[src/rtl/baccarat_card_datapath.sv]
// Baccarat card datapath: deals cards from a deterministic source on the controller's
// load strobes, enforces the legal dealing order and scores both hands combinationally.
module baccarat_card_datapath #(
    parameter int CARD_INIT = 1,
    parameter int STEP      = 1
) (
    input  logic       slow_clock,
    input  logic       resetb,
    input  logic       load_pcard1,
    input  logic       load_pcard2,
    input  logic       load_pcard3,
    input  logic       load_dcard1,
    input  logic       load_dcard2,
    input  logic       load_dcard3,
    output logic [3:0] pcard1,
    output logic [3:0] pcard2,
    output logic [3:0] pcard3,
    output logic [3:0] dcard1,
    output logic [3:0] dcard2,
    output logic [3:0] dcard3,
    output logic [3:0] pcard3_out,
    output logic [3:0] pscore,
    output logic [3:0] dscore,
    output logic [2:0] cards_dealt,
    output logic       seq_error,
    output logic [2:0] phase_dbg
);

    typedef enum logic [2:0] {
        IDLE   = 3'd0,
        GOT_P1 = 3'd1,
        GOT_D1 = 3'd2,
        GOT_P2 = 3'd3,
        GOT_D2 = 3'd4,
        GOT_P3 = 3'd5,
        DONE   = 3'd6
    } phase_t;

    localparam logic [3:0] INIT4 = 4'(CARD_INIT);
    localparam logic [4:0] STEP5 = 5'(STEP);

    // One-hot strobe codes, bit order {d3,d2,d1,p3,p2,p1}.
    localparam logic [5:0] S_P1 = 6'b000001;
    localparam logic [5:0] S_P2 = 6'b000010;
    localparam logic [5:0] S_P3 = 6'b000100;
    localparam logic [5:0] S_D1 = 6'b001000;
    localparam logic [5:0] S_D2 = 6'b010000;
    localparam logic [5:0] S_D3 = 6'b100000;

    phase_t     phase_q, phase_d, phase_nx;
    logic [3:0] card_q, card_d;
    logic [3:0] pcard_q [3];
    logic [3:0] pcard_d [3];
    logic [3:0] dcard_q [3];
    logic [3:0] dcard_d [3];
    logic [2:0] cnt_q, cnt_d;
    logic       err_q, err_d;
    logic [5:0] strobes;
    logic       legal;
    logic [4:0] card_sum;

    function automatic logic [4:0] card_val(input logic [3:0] c);
        return (c <= 4'd9) ? {1'b0, c} : 5'd0;
    endfunction

    function automatic logic [3:0] mod10(input logic [4:0] s);
        logic [4:0] r;
        r = s;
        if (r >= 5'd20)      r = r - 5'd20;
        else if (r >= 5'd10) r = r - 5'd10;
        return r[3:0];
    endfunction

    always_comb begin
        phase_d  = phase_q;
        pcard_d  = pcard_q;
        dcard_d  = dcard_q;
        cnt_d    = cnt_q;
        err_d    = err_q;
        legal    = 1'b0;
        phase_nx = phase_q;
        strobes  = {load_dcard3, load_dcard2, load_dcard1,
                    load_pcard3, load_pcard2, load_pcard1};

        // Card source steps through 1..13 modulo 13.
        card_sum = {1'b0, card_q} - 5'd1 + STEP5;
        if (card_sum >= 5'd13) card_sum = card_sum - 5'd13;
        card_d = card_sum[3:0] + 4'd1;

        case (phase_q)
            IDLE:   if (strobes == S_P1) begin legal = 1'b1; phase_nx = GOT_P1; end
            GOT_P1: if (strobes == S_D1) begin legal = 1'b1; phase_nx = GOT_D1; end
            GOT_D1: if (strobes == S_P2) begin legal = 1'b1; phase_nx = GOT_P2; end
            GOT_P2: if (strobes == S_D2) begin legal = 1'b1; phase_nx = GOT_D2; end
            GOT_D2: begin
                if (strobes == S_P3) begin legal = 1'b1; phase_nx = GOT_P3; end
                if (strobes == S_D3) begin legal = 1'b1; phase_nx = DONE;   end
            end
            GOT_P3: if (strobes == S_D3) begin legal = 1'b1; phase_nx = DONE; end
            default: legal = 1'b0;
        endcase

        if (strobes != 6'd0) begin
            if (legal) begin
                phase_d = phase_nx;
                cnt_d   = (cnt_q == 3'd6) ? 3'd6 : cnt_q + 3'd1;
                case (strobes)
                    S_P1:    pcard_d[0] = card_q;
                    S_P2:    pcard_d[1] = card_q;
                    S_P3:    pcard_d[2] = card_q;
                    S_D1:    dcard_d[0] = card_q;
                    S_D2:    dcard_d[1] = card_q;
                    S_D3:    dcard_d[2] = card_q;
                    default: ;
                endcase
            end else begin
                err_d = 1'b1;
            end
        end
    end

    always_ff @(posedge slow_clock) begin
        if (!resetb) begin
            phase_q <= IDLE;
            card_q  <= INIT4;
            pcard_q <= '{default: 4'd0};
            dcard_q <= '{default: 4'd0};
            cnt_q   <= 3'd0;
            err_q   <= 1'b0;
        end else begin
            phase_q <= phase_d;
            card_q  <= card_d;
            pcard_q <= pcard_d;
            dcard_q <= dcard_d;
            cnt_q   <= cnt_d;
            err_q   <= err_d;
        end
    end

    assign pcard1      = pcard_q[0];
    assign pcard2      = pcard_q[1];
    assign pcard3      = pcard_q[2];
    assign dcard1      = dcard_q[0];
    assign dcard2      = dcard_q[1];
    assign dcard3      = dcard_q[2];
    assign pcard3_out  = pcard_q[2];
    assign pscore      = mod10(card_val(pcard_q[0]) + card_val(pcard_q[1]) + card_val(pcard_q[2]));
    assign dscore      = mod10(card_val(dcard_q[0]) + card_val(dcard_q[1]) + card_val(dcard_q[2]));
    assign cards_dealt = cnt_q;
    assign seq_error   = err_q;
    assign phase_dbg   = phase_q;

endmodule

[config.mk]
export PLATFORM = sky130hd
export DESIGN_NAME = baccarat_card_datapath
export DESIGN_NICKNAME = d
export VERILOG_FILES = /design/src/rtl/baccarat_card_datapath.sv
export SDC_FILE = /design/constraint.sdc
export NUM_CORES = 1
export LEC_CHECK = 0
export CAP_MARGIN = 15
export CORE_ASPECT_RATIO = 1.1
export CORE_MARGIN = 10
export CORE_UTILIZATION = 52
export CTS_CLUSTER_DIAMETER = 40
export CTS_CLUSTER_SIZE = 25
export DETAILED_ROUTE_END_ITERATION = 8
export HOLD_SLACK_MARGIN = 0.05
export PLACE_DENSITY_LB_ADDON = 0.2
export SLEW_MARGIN = 20
export SYNTH_ARGS = -nofsm -noshare
export SYNTH_HDL_FRONTEND = slang
export SYNTH_SLANG_ARGS = --single-unit
[constraint.sdc]
create_clock -name slow_clock -period 4.32 [get_ports slow_clock]
set_input_delay 0.432 -clock slow_clock [delete_from_list [all_inputs] [get_ports slow_clock]]
set_output_delay 0.432 -clock slow_clock [all_outputs]
set_load 0.03 [all_outputs]
==> results_dict.tcl <==
set metrics [dict create \
    dieWidth_um 86.2 \
    synth_top_area_share 0.279 \
    cp-start-kind "register" \
    dieHeight_um 92.9 \
    setup.worst_path.start "dcard1[1]" \
    clock_sinks 35 \
    reg2regPathDepth 5 \
    synth_top_area_cell "dfxtp_1" \
    irDropWorstVdd_v 0.000154 \
    cap_violations 0 \
    min_from "dcard3[0]" \
    powerDensity_nw_per_um2 206 \
    cts_buffers 5 \
    synth_warnings 0 \
    async_flop_share 0 \
    synth_cell_types 49 \
    antenna_left 0 \
    num_vias 2153 \
    synth_area_leaders "dfxtp_1, ha_1, fa_1, mux2i_1, nor2_1" \
    clockBufferDepth 2 \
    worstMarginPinSlew_ps 684 \
    final_common_cell "clkdlybuf4s50_1" \
    synth-seq-area-share 0.279 \
    r2r-end "pcard3[2]" \
    regArea_um2 703 \
    core-area_um2 4650 \
    path_class "register to output pin" \
    cts_tree "done" \
    drv_slew 0 \
    status "finished clean" \
    rsz0062_at_grt "yes" \
    grt_pass1_vias 2147 \
    syn_nets 324 \
    synthAdderAreaFrac 0.165 \
    rr_startpoint "phase_dbg[2]" \
    clock-root-buffer "clkbuf_8" \
    synth_compound_area_frac 0.155 \
    rows 26 \
    clock_latency_ps 280 \
    nFillCells 410 \
    post-route-period-util 0.952 \
    fin_crit_ps 4110 \
    holdWs_ps 475 \
    worst_clock_skew_ps 4.78 \
    io_pins 51 \
    detail_route.wl_per_cell_um 14.7 \
    final_cell_mix "clkdlybuf4s50_1, nor2_1, dfxtp_1" \
    critical_path.max_fanout 5 \
    htree_levels 2 \
    dp_hpwl_um 4530 \
    synth_top_family_by_area "simple AND/OR/NAND/NOR gates" \
    syn_area_um2 2510 \
    start_util 0.539 \
    fin_ws_ps 206 \
    gr-total-overflow 0 \
    dp_slack_ps 126 \
    placed_area_um2 3020 \
    finalSetupViolations 0 \
    dr.first_iter.drc_count 46 \
    synth-xor-area-share 0.0244 \
    diodes 0 \
    synthMuxAreaShare 0.0798 \
    synth-simple-area-share 0.247 \
    place.gp.congestion 0.844 \
    viasPerCell 5.49 \
    endpoint_kind "output pin" \
    design_area_um2 3130 \
    antenna_found_initial 0 \
    p_leak_nw 1.30 \
    drive_gt1_frac 0.0685 \
    hold_viol_final 0 \
    io_buffers 50 \
    p_total_mw 0.646 \
    max_freq_ghz 0.243 \
    worstPathArrival_ps 3680 \
    crit_required_ps 3890 \
    hold_class "register to register" \
    synth_area_per_cell_um2 8.68 \
    synth_ff_type "dfxtp_1" \
    cts.clk_slew.worst_paths_ps 60 \
    grt_pass1_wl_um 9680 \
    dieArea_um2 8010 \
    r2r_slack_ps 1940 \
    synth-seq-cells 35 \
    syn_to_final_growth_pct 24.8 \
    grt_max_degree 26 \
    synth-edff-count 0 \
    multi_input_area_um2 1700 \
    max-slew-margin-rel 0.541 \
    hold-path-cell-count 2 \
    grt_usage 0.143 \
    nets 370 \
    syn-instance-count 289 \
    whs_endpoint "dcard3[0]" \
    dr.pass1.iters 4 \
    drc 0 \
    wl_um 5750 \
]
## critical path, stage by stage, from the launching register on
cell and delay [ps]:
dfxtp_1 390, o21ai_0 100, and2_1 180, fa_1 420
ha_1 230, fa_2 590, inv_1 70, ha_1 190
nand2b_1 90, a21boi_0 90, o21bai_1 220, a31oi_1 120
o32a_1 340, dlygate4sd2_1 360
## worst max-delay path by stage
stage                end  slack, ps  cells past startpoint
3_5_place_dp   pscore[3]        130                     13
6_report       dscore[2]        210                     13
4_1_cts        dscore[3]        110                     12
3_3_place_gp   pscore[3]        250                     13
5_1_grt        pscore[3]        -60                     13
2_1_floorplan  pscore[2]        550                     12
## layout make-up
type / count / area share
Inverter: 17 / 0.0204
Timing Repair Buffer: 50 / 0.156
Tap cell: 56 / 0.0224
Sequential cell: 35 / 0.225
Clock buffer: 8 / 0.0320
Multi-Input combinational cell: 226 / 0.544
## Yosys cell counts (5+ instances only)
| cell | instances |
|---|---|
| and2_1 | 7 |
| inv_1 | 16 |
| o21ai_0 | 13 |
| fa_1 | 10 |
| nor2b_1 | 13 |
| a21oi_1 | 18 |
| nand2b_1 | 9 |
| nor2_1 | 37 |
| nor3b_1 | 8 |
| mux2i_1 | 20 |
| ha_1 | 17 |
| a211oi_1 | 6 |
| buf_4 | 5 |
| nand2_1 | 19 |
| clkbuf_1 | 6 |
| dfxtp_1 | 35 |
## per-layer routing
layer	up-vias	GRT usage	part of all wire
li1	1093	-	-
met1	1011	0.162	0.44
met2	42	0.250	0.49
met4	0	0.0405	0.012
met5	-	0	0
met3	7	0.0456	0.053
## where the power goes
part           internal [mW]  switching [mW]
sequential             0.328          0.0111
combinational         0.0206          0.0292
clock                  0.145           0.111
## what timing repair did
| item | 4_1_cts | 5_1_grt |
|---|---|---|
| hold buffers | 0 | 0 |
| resized for setup | 7 | 10 |
| setup endpoints to repair | 5 | 6 |
| pin swaps | 0 | 1 |
| setup buffers | 0 | 0 |
## cell families (layout without fill, tap and decap cells)
family | count (synthesis) | after routing
muxes | 20 | 20
and+or+nand+nor | 113 | 113
buffers and inverters | 28 | 75
AOI/OAI and AO/OA | 59 | 59
adders and majority gates | 27 | 27
xor gates and xnor gates | 7 | 7
DFF | 35 | 35
## metrics by stage
| stage | instances | utilization | TNS (ps) |
|---|---|---|---|
| finish | 392 | 0.673 | 0 |
| global route | 392 | 0.673 | -60.0 |
| CTS | 392 | 0.672 | 0 |
| detailed placement | 384 | 0.649 | 0 |
| global placement | 384 | 0.649 | 0 |
| floorplan | 289 | - | 0 |
## registers in the layout, indices dropped and copies added (netlist names)
| name | count |
|---|---|
| card_q | 4 |
| dcard1 | 4 |
| dcard2 | 4 |
| dcard3 | 4 |
| pcard1 | 4 |
| pcard2 | 4 |
| pcard3 | 4 |
| cards_dealt | 3 |
| phase_dbg | 3 |
| seq_error | 1 |
Note: power is estimated with default switching activity, not from simulation.
